--- src/rtl/mbc_mapper_if.sv ---
// Synchronised cartridge bus as seen by the mapper.
// The cartridge side drives; the mapper only listens.
interface mbc_mapper_if;
  logic [15:0] bus_A_s;
  logic [7:0]  bus_D_in_s;
  logic        bus_nWR;
  logic        bus_nRD;

  modport master (
    output bus_A_s, bus_D_in_s, bus_nWR, bus_nRD
  );

  modport slave (
    input bus_A_s, bus_D_in_s, bus_nWR, bus_nRD
  );
endinterface

--- src/rtl/mbc_mapper.sv ---
// Selectable MBC1/MBC5 bank controller between the cartridge
// bus and the ROM/RAM SPRAM arrays.
module mbc_mapper #(
  parameter int MODE          = 0,
  parameter int ROM_BANK_BITS = 5,
  parameter int RAM_BANK_BITS = 2,
  parameter int SYNC_STAGES   = 4
) (
  input  logic                       clk,
  input  logic                       reset_n,
  input  logic                       enable,
  mbc_mapper_if.slave                bus,
  output logic [ROM_BANK_BITS+13:0]  rom_addr,
  output logic [RAM_BANK_BITS+12:0]  ram_addr,
  output logic                       ram_we,
  output logic                       cart_oe,
  output logic [ROM_BANK_BITS-1:0]   rom_bank,
  output logic                       ram_enabled
);

  logic [SYNC_STAGES-1:0] nwr_sync;
  logic                   wr_edge;
  logic                   wr_en;
  logic [15:0]            a;
  logic [7:0]             d;
  logic                   in_ram;
  logic [8:0]             bank_full;
  logic [8:0]             zero_full;
  logic [3:0]             rbank_full;
  logic [ROM_BANK_BITS-1:0] rom_field;

  assign a      = bus.bus_A_s;
  assign d      = bus.bus_D_in_s;
  assign wr_en  = wr_edge & enable;
  assign in_ram = (a[15:13] == 3'b101);

  // Reloading with 1s means an in-flight write is dropped on reset
  always_ff @(posedge clk or negedge reset_n) begin
    if (!reset_n) begin
      nwr_sync <= '1;
      wr_edge  <= 1'b0;
    end else begin
      nwr_sync <= {nwr_sync[SYNC_STAGES-2:0], bus.bus_nWR};
      wr_edge  <= ~nwr_sync[SYNC_STAGES-1] & nwr_sync[SYNC_STAGES-2];
    end
  end

  always_ff @(posedge clk or negedge reset_n) begin
    if (!reset_n) begin
      ram_enabled <= 1'b0;
      ram_we      <= 1'b0;
      cart_oe     <= 1'b0;
    end else begin
      if (wr_en && a[15:13] == 3'b000)
        ram_enabled <= (d[3:0] == 4'hA);
      ram_we  <= wr_en & in_ram & ram_enabled;
      cart_oe <= ~bus.bus_nRD &
                 (~a[15] | (in_ram & ram_enabled));
    end
  end

  if (MODE == 0) begin : g_mbc1
    logic [4:0] lo5;
    logic [1:0] hi2;
    logic       mode_q;

    always_ff @(posedge clk or negedge reset_n) begin
      if (!reset_n) begin
        lo5    <= 5'd1;
        hi2    <= 2'd0;
        mode_q <= 1'b0;
      end else if (wr_en && !a[15]) begin
        unique case (a[14:13])
          2'b00: ;
          2'b01: lo5 <= (d[4:0] == 5'd0) ? 5'd1 : d[4:0];
          2'b10: hi2 <= d[1:0];
          2'b11: mode_q <= d[0];
        endcase
      end
    end

    assign bank_full  = {2'b00, hi2, lo5};
    assign zero_full  = mode_q ? {2'b00, hi2, 5'd0} : 9'd0;
    assign rbank_full = mode_q ? {2'b00, hi2} : 4'd0;
  end else begin : g_mbc5
    logic [8:0] bank;
    logic [3:0] rbank;

    always_ff @(posedge clk or negedge reset_n) begin
      if (!reset_n) begin
        bank  <= 9'd1;
        rbank <= 4'd0;
      end else if (wr_en) begin
        unique case (1'b1)
          a[15:12] == 4'h2:   bank[7:0] <= d;
          a[15:12] == 4'h3:   bank[8]   <= d[0];
          a[15:13] == 3'b010: rbank     <= d[3:0];
          default: ;
        endcase
      end
    end

    assign bank_full  = bank;
    assign zero_full  = 9'd0;
    assign rbank_full = rbank;
  end

  assign rom_bank  = bank_full[ROM_BANK_BITS-1:0];
  assign rom_field = (a[15:14] == 2'b00) ?
                     zero_full[ROM_BANK_BITS-1:0] : rom_bank;
  assign rom_addr  = {rom_field, a[13:0]};

  if (RAM_BANK_BITS == 0) begin : g_ram_flat
    assign ram_addr = a[12:0];
  end else begin : g_ram_bank
    assign ram_addr = {rbank_full[RAM_BANK_BITS-1:0], a[12:0]};
  end

  logic unused;
  assign unused = ^{bank_full, zero_full, rbank_full, d};

endmodule

--- src/flat_wrapper.sv ---
// flat-port wrapper written by rule: the top's interface ports become plain ports
module mbc_mapper_flat 
#(
  parameter int MODE          = 0,
  parameter int ROM_BANK_BITS = 5,
  parameter int RAM_BANK_BITS = 2,
  parameter int SYNC_STAGES   = 4
)
  (clk, reset_n, enable, rom_addr, ram_addr, ram_we, cart_oe, rom_bank, ram_enabled, bus_bus_A_s, bus_bus_D_in_s, bus_bus_nWR, bus_bus_nRD);
  mbc_mapper_if bus_i ();
  input  logic clk;
  input  logic reset_n;
  input  logic enable;
  output logic [ROM_BANK_BITS+13:0] rom_addr;
  output logic [RAM_BANK_BITS+12:0] ram_addr;
  output logic ram_we;
  output logic cart_oe;
  output logic [ROM_BANK_BITS-1:0] rom_bank;
  output logic ram_enabled;
  input wire logic [$bits(bus_i.bus_A_s)-1:0] bus_bus_A_s;
  input wire logic [$bits(bus_i.bus_D_in_s)-1:0] bus_bus_D_in_s;
  input wire logic [$bits(bus_i.bus_nWR)-1:0] bus_bus_nWR;
  input wire logic [$bits(bus_i.bus_nRD)-1:0] bus_bus_nRD;
  assign bus_i.bus_A_s = bus_bus_A_s;
  assign bus_i.bus_D_in_s = bus_bus_D_in_s;
  assign bus_i.bus_nWR = bus_bus_nWR;
  assign bus_i.bus_nRD = bus_bus_nRD;
  mbc_mapper #(.MODE(MODE), .ROM_BANK_BITS(ROM_BANK_BITS), .RAM_BANK_BITS(RAM_BANK_BITS), .SYNC_STAGES(SYNC_STAGES)) u_core (.clk(clk), .reset_n(reset_n), .enable(enable), .bus(bus_i), .rom_addr(rom_addr), .ram_addr(ram_addr), .ram_we(ram_we), .cart_oe(cart_oe), .rom_bank(rom_bank), .ram_enabled(ram_enabled));
endmodule
--- config.mk ---
export PLATFORM = sky130hd
export DESIGN_NAME = mbc_mapper_flat
export DESIGN_NICKNAME = d
export VERILOG_FILES = /design/src/rtl/mbc_mapper_if.sv /design/src/rtl/mbc_mapper.sv /design/src/flat_wrapper.sv
export SDC_FILE = /design/constraint.sdc
export NUM_CORES = 1
export LEC_CHECK = 0
export BUFFER_PORTS_ARGS = -buffer_cell sky130_fd_sc_hd__buf_4
export CAP_MARGIN = 20
export CELL_PAD_IN_SITES_DETAIL_PLACEMENT = 0
export CELL_PAD_IN_SITES_GLOBAL_PLACEMENT = 1
export CORE_UTILIZATION = 24
export DETAILED_ROUTE_END_ITERATION = 6
export HOLD_SLACK_MARGIN = 0.02
export PLACE_DENSITY = 0.72
export REMOVE_ABC_BUFFERS = 1
export SYNTH_ARGS = -nofsm -noshare
export SYNTH_HDL_FRONTEND = slang
export SYNTH_SLANG_ARGS = --single-unit
--- constraint.sdc ---
create_clock -name clk -period 1.1 [get_ports clk]
set_input_delay 0.165 -clock clk [delete_from_list [all_inputs] [get_ports clk]]
set_output_delay 0.165 -clock clk [all_outputs]
set_load 0.005 [all_outputs]
After elaboration in Yosys (flattened, before gate mapping)
Cells that the tools add are included.
- input port bits: 29
- register bits: 16
- bitwise logic cells: 10
- equal/unequal tests: 5
- reduce and logical (&&, ||, !) cells: 9
- muxes and demuxes: 3
- operators by type and width (kind ; number):
    2-to-1 mux 5 bit ; 2
    bitwise AND 1 bit ; 6
    AND reduction 2 bit ; 3
    logical NOT 5 bit ; 1
    equality test 2 bit (second input constant) ; 2
    equality test 4 bit (second input constant) ; 1
    equality test 3 bit (second input constant) ; 1
    logical NOT 3 bit ; 1
    inverter 1 bit ; 3
    equality test 2 x 1 -> 1 bit (second input constant) ; 1
    logical AND 1 bit ; 2
    logical NOT 2 bit ; 1
    2-to-1 mux 2 bit ; 1
    logical NOT 1 bit ; 1
    bitwise OR 1 bit ; 1

Depth between registers and ports, before layout
- word-level depth: 4
- depth in mapped cells: 3

Worst setup path after synthesis
No wires, ideal clock.
- path type: flip-flop to flip-flop
- start: reg u_core.wr_edge
- end: reg u_core.g_mbc1.lo5[1], in the netlist u_core.rom_bank[1]
- path slack: -35 ps
- data arrival time: 1010 ps
- period minus slack after synthesis: 1135 ps
- setup time: 125 ps
- cell stages (with the launch flop): 4
- buffers on the path: 0
- cell sequence: dfrtp_1 > nand3_2 > nor3_4 > mux2_2
- cells in the longest elaborated chain, start to end: 3
- ends and longest elaborated chain (what ; line ; text):
    from (decl) ; mbc_mapper.sv:22 ; logic wr_edge;
    from (signal assigned) ; mbc_mapper.sv:44 ; wr_edge <= ~nwr_sync[SYNC_STAGES-1] & nwr_sync[SYNC_STAGES-2];
    bitwise AND 1 bit ; mbc_mapper.sv:34 ; assign wr_en = wr_edge & enable;
    logical AND 1 bit ; mbc_mapper.sv:72 ; end else if (wr_en && !a[15]) begin
    AND reduction 2 bit (no source line) ; n/a ;
    to (signal assigned) ; mbc_mapper.sv:75 ; 2'b01: lo5 <= (d[4:0] == 5'd0) ? 5'd1 : d[4:0];
    to (decl) ; mbc_mapper.sv:63 ; logic [4:0] lo5;
Every way passes these cells.
A chain may end at the register's enable or synchronous reset.

Worst setup path after layout
- start: reg u_core.wr_edge
- end: reg u_core.g_mbc1.lo5[4], in the netlist u_core.rom_bank[4]
The elaborated chain is that of the path after synthesis.

==> impl_metrics.py <==
metrics = {
    "run_status": {
        "status": "finished, violations left",
        "violations": "setup timing",
    },
    "route": {
        "vias": 605,
        "drt_pass1_iterations": 3,
        "drtAntennaViolNets": 0,
        "wire_per_inst_um": 14.1,
        "routed_wirelength_um": 2060,
        "drc": 0,
        "avgViaCountPerCell": 4.14,
        "drtIter0Drc": 7,
    },
    "die": {
        "rows": 21,
        "chipWidth_um": 62.0,
        "io_pins": 71,
        "fp.dieH_um": 62.0,
        "initial_core_util": 0.255,
        "fp.coreArea_um2": 3390,
        "die-area_um2": 3840,
    },
    "global_route": {
        "grt_max_degree": 17,
        "grtUsageTotal": 0.105,
        "grt_pass1_vias": 562,
        "busiest_layer": "met2",
        "grt_use_met3": 0.0952,
        "grt_first_pass_wirelength_um": 2770,
        "gr-usage-met1": 0.114,
        "grt-ovfl-total": 0,
        "use_met2": 0.143,
        "antenna_found_initial": 0,
    },
    "finish": {
        "final_cells": 146,
        "final_common_cell": "buf_4",
        "most-common-layout-cells": "buf_4, dfrtp_1, buf_6",
        "syn_to_final_growth_pct": 40.1,
        "final_core_util": 0.357,
        "drive_above_1_share": 0.710,
        "finalNetCount": 130,
        "diodes": 0,
    },
    "placed_design": {
        "dp_hpwl_um": 1530,
        "place.gp.congestion": 0.716,
        "io_buffers": 28,
        "dp_slack_ps": -105,
        "dp.cells": 128,
    },
    "clock_network": {
        "cts-htree-levels": 1,
        "clk_pin_slew_ps": 100,
        "worst_skew_pair.late_latency_ps": 280,
        "root_buffer": "clkbuf_4",
        "clockBufferDepth": 2,
        "cts_tree": "built",
        "cts_buffers": 3,
        "clock_sinks": 16,
    },
    "synth": {
        "syn_inst": 76,
        "ys_top_cells_by_area": "dfrtp_1, buf_4, dfstp_2, mux2_2, nor2b_1",
        "seq_area_frac_synth": 0.471,
        "synth_top_area_share": 0.319,
        "ys_warn_count": 0,
        "ys_types": 19,
        "yosysTopAreaCell": "dfrtp_1",
        "avgSynthCellArea_um2": 11.4,
        "synth_seq_cells": 16,
        "syn_area_um2": 863,
    },
    "worst_setup_path": {
        "worst-path-max-fanout": 3,
        "critical_path.endpoint_type": "register",
        "critPathKind": "reg2reg",
        "slowest_stage": "dfrtp_1",
        "critical_path_arrival_ps": 1420,
        "worstPathRequired_ps": 1280,
        "start_kind": "register",
        "crit_chain": "nand3_2 > nor3_4 > buf_6 > mux2_4",
        "critPathMaxStageDelay_ps": 370,
    },
    "timing": {
        "report.final.slew_viol_count": 0,
        "max_freq_ghz": 0.807,
        "setup_viol_count_final": 16,
        "worst_slew_pin_slew_ps": 277,
        "rsz0062_at_grt": "true",
        "fin_skew_ps": 4.85,
        "timing.final.ws_setup_ps": -139,
        "min_period_over_period": 1.13,
        "setup_tns_ps": -1090,
        "finalHoldViolCount": 0,
        "slew_headroom": 0.813,
        "fin_crit_ps": 1240,
    },
    "pwr": {
        "power_density_nw_per_um2": 1290,
        "ir_drop_uv": 549,
        "power_leakage_uw": 0.000574,
    },
    "worst_hold_path": {
        "min_path_type": "in2reg",
    },
    "job": {
        "maxCapViolations": 0,
    },
}
synthesized netlist by cell type, drive strengths merged:
library cell and number:
o21ai 1, mux2 8, and2 2, inv 1, nor3 2, nor4bb 1, o41ai 1, buf 27
dfrtp 11, nand3 1, nor4 1, dfstp 5, o31ai 1, a21oi 1, nor2 2, nor2b 7
nand2 3, nand2b 1
routing by layer:
metal  part of all wire  wire length (um)
met2               0.45               928
met5                  0                 0
met4                  0                 0
met3               0.16               324
met1               0.39               802
power by group:
| part | switching [uW] | total (uW) | internal (uW) | leakage (uW) |
|---|---|---|---|---|
| registers | 42.6 | 709 | 667 | 0.000196 |
| clock network | 190 | 391 | 201 | 0.0000210 |
| logic | 140 | 461 | 321 | 0.000357 |
| total | 373 | 1560 | 1190 | 0.000574 |
cells by family after synthesis:
kind of cell,share of synthesized area
buffers and inverters,0.239
flip-flops,0.471
AND/OR/NAND/NOR,0.155
multiplexers,0.104
AO/OA/AOI/OAI,0.0304
critical path: cells and delay by family (launching register included):
family,cells,cell delay [ps]
and+or+nand+nor,2,340
DFF,1,370
muxes,1,290
buffers and inverters,1,140
layout make-up:
cell class | instances | area (um^2)
fill | 340 | 2180
sequential | 16 | 407
timing repair buffer | 47 | 390
multi-input combinational | 32 | 315
tap | 46 | 57.6
clock buffer | 4 | 36.3
inverter | 1 | 3.75
flip-flops by register name, summed over array words and instances (netlist names):
| name | cells |
|---|---|
| u_core.rom_bank | 5 |
| u_core.nwr_sync | 4 |
| u_core.g_mbc1.hi2 | 2 |
| u_core.cart_oe | 1 |
| u_core.g_mbc1.mode_q | 1 |
| u_core.ram_enabled | 1 |
| u_core.ram_we | 1 |
| u_core.wr_edge | 1 |
path summary, 6_finish.rpt:
path / startpoint / endpoint / slack (ps) / depth (start not counted)
setup / recovery: u_core.wr_edge$_DFF_PN0_ / u_core.rom_bank[4]$_DFFE_PN0P_ / -140 / 4
hold / removal: bus_bus_D_in_s[4] / u_core.rom_bank[4]$_DFFE_PN0P_ / 120 / 2
setup reg to reg: u_core.wr_edge$_DFF_PN0_ / u_core.rom_bank[4]$_DFFE_PN0P_ / -140 / 4
hold reg to reg: u_core.nwr_sync[0]$_DFF_PN1_ / u_core.nwr_sync[1]$_DFF_PN1_ / 360 / 0
max in group asynchronous: reset_n / u_core.nwr_sync[0]$_DFF_PN1_ / 590 / 2
min in group asynchronous: reset_n / u_core.rom_bank[3]$_DFFE_PN0P_ / 260 / 2
stage by stage:
stage / total power [uW] / hold WS (ps) / area [um^2]
5_1_grt: 1650 / 116 / 1210
3_5_place_dp: 1020 / 35.9 / 966
6_report: 1560 / 122 / 1210
2_1_floorplan: 810 / -131 / 661
4_1_cts: 1450 / 124 / 1070
3_3_place_gp: 1010 / 28.7 / 966
repair_timing:
item	in CTS	in global routing
setup endpoints to repair	16	17
endpoints found under the hold margin	18	0
hold buffers	3	0
buffers inserted	3	8
gates resized for setup	4	19
pin swaps	1	5
Note: power is estimated with default switching activity, not from simulation.
